<file path="src/rtl/decode_regfile.sv">
// decode_regfile
//   Decode-side register file and read stage for a SEQ Y86-64 core.
//   Holds the program registers, picks srcA/srcB from icode/rA/rB, and
//   returns registered operands one cycle after a decode request. Write-back
//   results presented on the same edge are forwarded into the read so an
//   operand is never stale.
//
// Ports
//   clk        system clock, rising edge
//   rst        asynchronous active-high reset
//   in_valid   decode request this cycle
//   stall      hold all outputs, ignore in_valid (writes still happen)
//   icode      instruction code
//   rA, rB     register fields
//   dstE/valE  write-back E port (dstE = 0xF means no write)
//   dstM/valM  write-back M port (dstM = 0xF means no write)
//   srcA/srcB  registered source IDs
//   valA/valB  registered operands
//   out_valid  outputs carry a fresh result
module decode_regfile #(
  parameter int         WIDTH  = 64,
  parameter int         NREG   = 15,
  parameter logic [3:0] RSP_ID = 4'd4
) (
  input  logic             clk,
  input  logic             rst,
  input  logic             in_valid,
  input  logic             stall,
  input  logic [3:0]       icode,
  input  logic [3:0]       rA,
  input  logic [3:0]       rB,
  input  logic [3:0]       dstE,
  input  logic [3:0]       dstM,
  input  logic [WIDTH-1:0] valE,
  input  logic [WIDTH-1:0] valM,
  output logic [3:0]       srcA,
  output logic [3:0]       srcB,
  output logic [WIDTH-1:0] valA,
  output logic [WIDTH-1:0] valB,
  output logic             out_valid
);

  localparam logic [3:0] RNONE = 4'hF;

  logic [WIDTH-1:0] r_regs [NREG];
  logic [3:0]       r_src_a;
  logic [3:0]       r_src_b;
  logic [WIDTH-1:0] r_val_a;
  logic [WIDTH-1:0] r_val_b;
  logic             r_out_valid;

  logic [3:0]       w_src_a;
  logic [3:0]       w_src_b;
  logic [WIDTH-1:0] w_rd_a;
  logic [WIDTH-1:0] w_rd_b;
  logic             w_we_e;
  logic             w_we_m;
  logic             w_read;

  // An ID outside the register range (0xF = RNONE) never writes.
  assign w_we_e = (int'(dstE) < NREG);
  assign w_we_m = (int'(dstM) < NREG);
  assign w_read = in_valid && !stall;

  always_comb begin
    w_src_a = RNONE;
    case (icode)
      4'h2, 4'h4, 4'h6, 4'hA: w_src_a = rA;
      4'h9, 4'hB:             w_src_a = RSP_ID;
      default:                w_src_a = RNONE;
    endcase
  end

  always_comb begin
    w_src_b = RNONE;
    case (icode)
      4'h4, 4'h5, 4'h6:       w_src_b = rB;
      4'h8, 4'h9, 4'hA, 4'hB: w_src_b = RSP_ID;
      default:                w_src_b = RNONE;
    endcase
  end

  // Bypass order mirrors the write priority: valM beats valE when both
  // target the same register, so a read sees what the file will hold.
  always_comb begin
    w_rd_a = '0;
    if (int'(w_src_a) >= NREG)      w_rd_a = '0;
    else if (w_we_m && w_src_a == dstM) w_rd_a = valM;
    else if (w_we_e && w_src_a == dstE) w_rd_a = valE;
    else                            w_rd_a = r_regs[w_src_a];
  end

  always_comb begin
    w_rd_b = '0;
    if (int'(w_src_b) >= NREG)      w_rd_b = '0;
    else if (w_we_m && w_src_b == dstM) w_rd_b = valM;
    else if (w_we_e && w_src_b == dstE) w_rd_b = valE;
    else                            w_rd_b = r_regs[w_src_b];
  end

  // M is written after E so it wins on a shared destination (popq %rsp).
  always_ff @(posedge clk or posedge rst) begin
    if (rst) begin
      for (int i = 0; i < NREG; i++) r_regs[i] <= '0;
    end else begin
      if (w_we_e) r_regs[dstE] <= valE;
      if (w_we_m) r_regs[dstM] <= valM;
    end
  end

  always_ff @(posedge clk or posedge rst) begin
    if (rst) begin
      r_src_a     <= RNONE;
      r_src_b     <= RNONE;
      r_val_a     <= '0;
      r_val_b     <= '0;
      r_out_valid <= 1'b0;
    end else if (w_read) begin
      r_src_a     <= w_src_a;
      r_src_b     <= w_src_b;
      r_val_a     <= w_rd_a;
      r_val_b     <= w_rd_b;
      r_out_valid <= 1'b1;
    end else if (!stall) begin
      r_out_valid <= 1'b0;
    end
  end

  assign srcA      = r_src_a;
  assign srcB      = r_src_b;
  assign valA      = r_val_a;
  assign valB      = r_val_b;
  assign out_valid = r_out_valid;

endmodule

</file>
<file path="config.mk">
export PLATFORM = sky130hd
export DESIGN_NAME = decode_regfile
export DESIGN_NICKNAME = d
export VERILOG_FILES = /design/src/rtl/decode_regfile.sv
export SDC_FILE = /design/constraint.sdc
export NUM_CORES = 2
export LEC_CHECK = 0
export ABC_CLOCK_PERIOD_IN_PS = 46800
export CORE_MARGIN = 4
export CORE_UTILIZATION = 43
export DETAILED_ROUTE_END_ITERATION = 6
export RECOVER_POWER = 50
export SYNTH_ARGS = -nofsm -noshare
export SYNTH_HDL_FRONTEND = slang
export SYNTH_SLANG_ARGS = --single-unit
</file>
<file path="constraint.sdc">
create_clock -name clk -period 46.8 [get_ports clk]
set_input_delay 4.68 -clock clk [delete_from_list [all_inputs] [get_ports clk]]
set_output_delay 4.68 -clock clk [all_outputs]
set_load 0.05 [all_outputs]
</file>
Word-level counts from Yosys, hierarchy flattened --
Cells that the tools add are included.
Storage, ports and cells: register bits 1097, bits in latches 0, memory bits (writable) 0, bits in read-only memories 0, bits of input ports 152, memories 0
Operators by class: add/sub/neg operators 0, multiply operators 0, div/mod/pow operators 0, magnitude comparators 10, equal/unequal tests 13, shift operators 0, mux-type cells 24, bitwise logic cells 4, reduce and logical (&&, ||, !) cells 12
Operators by type and width (number):
- 960-bit bitwise mux | 2
- 960-bit 2-to-1 mux | 2
- 64-bit 2-to-1 mux | 12
- 64-bit binary-select mux with 4-bit select | 2
- 64-bit demux with 4-bit select | 2
- 5-bit greater-or-equal comparator, second input constant | 4
- 4-bit NOT with 5-bit output | 4
- 4-bit equality test | 4
- 4-bit equality test, second input constant | 4
- 4-bit one-hot mux with 2 select lines | 2
- 4-bit by 3-bit equality test with 1-bit output, second input constant | 3
- 5-bit by 1-bit < comparator with 1-bit output, second input constant | 2
- 4-bit greater-or-equal comparator, second input constant | 2
- 4-bit < comparator, second input constant | 2
- 4-bit OR reduction | 2
- 1-bit logical AND | 7
- 4-bit by 2-bit equality test with 1-bit output, second input constant | 1
- 3-bit OR reduction | 1
- 1-bit 2-to-1 mux | 2
- 2-bit by 1-bit != test with 1-bit output, second input constant | 1
- 2-bit OR reduction | 1
- 1-bit logical NOT | 1

Depth between registers and ports, before layout --
word-level depth 10, gate-level depth with buffers 12

Worst setup path before layout --
OpenSTA, ideal clock, no wires.
path kind in2reg, from input rA[2], to register r_val_a[15] (netlist: valA[15]), library setup time 0.095 ns, data arrival time 6.536 ns, required time 46.705 ns, slack 40.169 ns, cell stages on the path 9, path buffers 3, path through clkbuf_1 > or4_1 > clkbuf_1 > nor3_2 > o211ai_2 > a211oi_4 > buf_6 > a222oi_1 > o31ai_1
On the way: word-level cells in the longest chain between the ends 8
Ends and longest elaborated chain:
- start, declared | line 30 | input logic [3:0] rA,
- 4-bit one-hot mux with 2 select lines (*) | line 67 | case (icode)
- 4-bit NOT with 5-bit output (implied by the code) | line 90 | else w_rd_a = r_regs[w_src_a];
- 64-bit binary-select mux with 4-bit select | line 90
- 64-bit 2-to-1 mux (implied by the code) (2 in series) | line 90
- 64-bit 2-to-1 mux | line 89 | else if (w_we_e && w_src_a == dstE) w_rd_a = valE;
- 64-bit 2-to-1 mux | line 88 | else if (w_we_m && w_src_a == dstM) w_rd_a = valM;
- 64-bit 2-to-1 mux (*) | line 87 | if (int'(w_src_a) >= NREG) w_rd_a = '0;
- end signal, assigned | line 121 | r_val_a <= w_rd_a;
- end, declared | line 48 | logic [WIDTH-1:0] r_val_a;
Every way passes the cells marked *; elsewhere a longest branch is shown, timed or not. The select of a mux whose other input is x is not followed. A chain may end at the register's enable or synchronous reset.

==> impl_summary.md <==
Worst setup path
Along the worst path, the maximum fanout reaches 158. The timing startpoint of the critical path is rst. Following the worst setup path forward leads to its endpoint at valB[16]. The kind of critical path is in2async.

STA classifies the critical path endpoint as an asynchronous set/reset pin. STA classifies the critical path startpoint as an input port. The end of the worst register-to-register path is valB[62]. The worst register-to-register path has a setup slack of 44.79 ns. The worst-case reg-to-reg path depth is 6. Data on the critical path arrives at its endpoint at 21.40 ns. The startpoint of the worst register-to-register path is r_regs[574]. At the worst endpoint, the required time is 45.60 ns.

Floorplan
The initial core utilization is 43.35%. The die covers 161,900 um2. The die width is 402.3 um. In this run the count of I/O pins placed on the die edge is 289. Row generation in the floorplan step produced 144 rows.

The core area is 154,200 um2. From bottom edge to top edge, the die measures 402.3 um.

Route
The antenna violation net count after detailed routing is 0. The via count is 67,760. The violation count after the first detailed-route iteration is 11,930. The residual DRC count is 19. The count of TritonRoute iterations in the first routing pass is 7. Dividing the detail-routed wire length by the instance count gives 34.19 um. In the routed layout, each cell is associated on average with a via count of 7.126. After detailed routing, the total wire length is 325.1 mm.

STA
The max-slew violation total from the final report came to 1,671. The setup clock skew after layout is 0.02959 ns. For the final routed database, the setup TNS stands at 0 ns. The final critical path takes up 48.28% of the cycle. Setup violations remaining at the end of the flow were counted as 0. In this run the tightest slew margin relative to its limit is -478.7%. The final number of hold-violating endpoints was 0. The achievable frequency is 44.26 MHz. The final critical delay including setup and external delays is 22.59 ns. Setup repair after global routing left no endpoint under its margin. At the pin with the least slew margin, the transition time is 8.681 ns.

The final-layout worst hold slack is 0.4780 ns.

Global route
The total routing resource utilization after global routing is 38.49%. The number of antenna violations at the first check in global routing is 44. The wire length of the first global-routing pass is 462.6 mm.

The number of global-route vias before repair is 63,840. For this run the aggregate overflow at the end of global routing stands at 0. Entering global routing, the biggest net connects 159 pins.

Layout
Cells with a size suffix above 1 make up 5.972% of the layout. The post-layout net count is 7,493. In the layout the commonest cells are dfrtp_1, nand2_1, mux2i_1, o21ai_0, a21oi_1. Leaving out fill and tap cells, the most frequent cell in the layout is dfrtp_1.

The number of fill cells is 14,580. The post-layout instance count excluding filler cells is 9,508. Relative to the synthesized area, the layout overhead comes to 11.46%. The finished cells cover 74,520 um2.

Placed design
The number of cells in the design after placement is 9,251. The cell area reported after detailed placement is 70,370 um2. Detailed placement ended at an HPWL of 170.5 mm. Buffers placed on the I/O ports in this run total 288. The placer's final routability congestion estimate is 0.9126.

Clock tree
The master cell of the clock root buffer is clkbuf_16. The H-tree was split into 4 levels. The number of clock buffers added by TritonCTS is 132. The TritonCTS clock tree is yes. The CTS clock-pin slew for the worst setup and hold paths is 0.06 ns. The worst-skew pair later-pin latency is 0.80 ns. The longest clock path from root to sink contains 3 buffers.

For this design, the CTS-stage hold fixing added 0 buffers. Post-CTS timing repair inserted 0 buffers for setup. The clock net in this run drives a total of 1,097 sinks.

The number of gates resized after CTS was 0.

Synth
The distinct cell type count of the synthesized netlist is 74. The mean post-synth cell area is 8.692 um2. The flop and latch count out of synthesis is 1,097. By area the synthesized netlist is led by dfrtp_1, mux2i_1, o21ai_0. The number of warning messages in the yosys log is 0. The most common flop cell mapped by yosys is dfrtp_1.

Counting every instance in the synthesized netlist gives 7,693. The number of nets handed over by synthesis was 7,845. The number of enable-type register cells in the synthesized netlist is 0. Of all flip-flops after synthesis, the portion carrying an async set or reset was 100.0%. The synthesized netlist occupies a cell area of 66,860 um2.

Summed over its instances, the top area cell type makes up 40.76% of the synthesized netlist area. The sequential share of the synthesized area is 41.07%. Of all cell types, the one taking the most synthesized area is dfrtp_1.

Power and ir drop
Power spread over the standard cell area amounts to 42.38 nW/um2. The leakage power is 32.68 nW. The worst supply voltage drop on vdd is 0.00004365 V.

Hold path
The path type of the worst min-delay path is reg2reg.

Run
The tool flagged a number of max-cap violations equal to 30.

Outcome
The checks that failed: DRC, capacitance limit, slew limit. The run finished, with violations left.
-- layer usage --
layer  global-route usage, %  part of all wire (%)
met1                   50.14                    37
met2                   54.95                    41
met3                   12.92                    14
met4                   23.70                   7.2
met5                  0.8029                 0.071
-- kinds of logic (layout without fill, tap and decap cells) --
family,after synthesis,after routing,share of synthesized area [%]
compound gates,2868,2868,27.18
simple gates,1765,1765,10.83
buf+inv,951,693,5.750
mux,1012,1012,15.17
other cells,0,29,0
flops,1097,1097,41.07
-- where the power goes --
part	switching [W]	internal [W]
registers	0.000184	0.00115
logic	0.000482	0.000280
clock network	0.000441	0.000617
total	0.00111	0.00205
-- layout make-up --
cell class	count	area (um2)	share of cell area, %
multi-input combinational	5645	36000	48.30
sequential	1097	27460	36.85
timing repair buffer	450	4085	5.482
clock buffer	193	3919	5.258
tap	2044	2557	3.432
clock inverter	35	375.4	0.5037
antenna	29	72.57	0.09738
inverter	15	57.56	0.07723
-- through the flow --
step                setup slack (ns)  utilization (%)  power (W)
detailed placement             37.31            45.63   0.002093
CTS                            38.13            48.41   0.003140
finish                         24.21            48.32   0.003159
global placement               37.42            45.63   0.002073
floorplan                      11.25                -   0.001816
global route                   21.19            48.29   0.003271
-- sequential cells by signal (all words and copies together), names as in the netlist --
register   cells
srcB           4
valA          64
r_regs       960
srcA           4
valB          64
out_valid      1
-- synth_stat cells, types with 10 or more instances --
| cell | number |
|---|---|
| dfrtp_1 | 1089 |
| nand2_1 | 1043 |
| mux2i_1 | 1001 |
| o21ai_0 | 896 |
| a21oi_1 | 696 |
| clkbuf_1 | 664 |
| nor2_1 | 474 |
| a221oi_1 | 268 |
| a211oi_1 | 164 |
| buf_2 | 156 |
| o21ai_1 | 128 |
| a311o_1 | 110 |
| buf_1 | 99 |
| o221ai_1 | 98 |
| a22oi_1 | 86 |
| a31oi_1 | 81 |
| o211ai_1 | 75 |
| or3_1 | 65 |
| a311oi_1 | 64 |
| a222oi_1 | 63 |
| and3_1 | 57 |
| o22ai_1 | 52 |
| and2_1 | 39 |
| nor3_1 | 24 |
| inv_1 | 14 |
| a211o_1 | 13 |
| o31ai_1 | 13 |
| o32ai_1 | 12 |
| a32oi_1 | 11 |
| buf_4 | 11 |
| mux2_2 | 11 |
| nand2b_1 | 11 |
| a21o_1 | 10 |
-- worst min-delay path by stage --
| stage | depth (start not counted) | to | slack, ns | startpoint |
|---|---|---|---|---|
| 6_report | 2 | valB[19] | 0.48 | valB[19] |
| 5_1_grt | 2 | srcA[2] | 0.51 | srcA[2] |
| 2_1_floorplan | 2 | r_regs[609] | 0.53 | r_regs[609] |
| 3_5_place_dp | 2 | valB[61] | 0.48 | valB[61] |
| 4_1_cts | 2 | srcB[1] | 0.49 | srcB[1] |
| 3_3_place_gp | 2 | valB[35] | 0.47 | valB[35] |
-- critical path: stages --
cell and delay (ns):
dlygate4sd3_1 0.55, clkinvlp_2 2.89, clkbuf_1 6.28, clkbuf_1 6.38
Note: power is estimated with default switching activity, not from simulation.
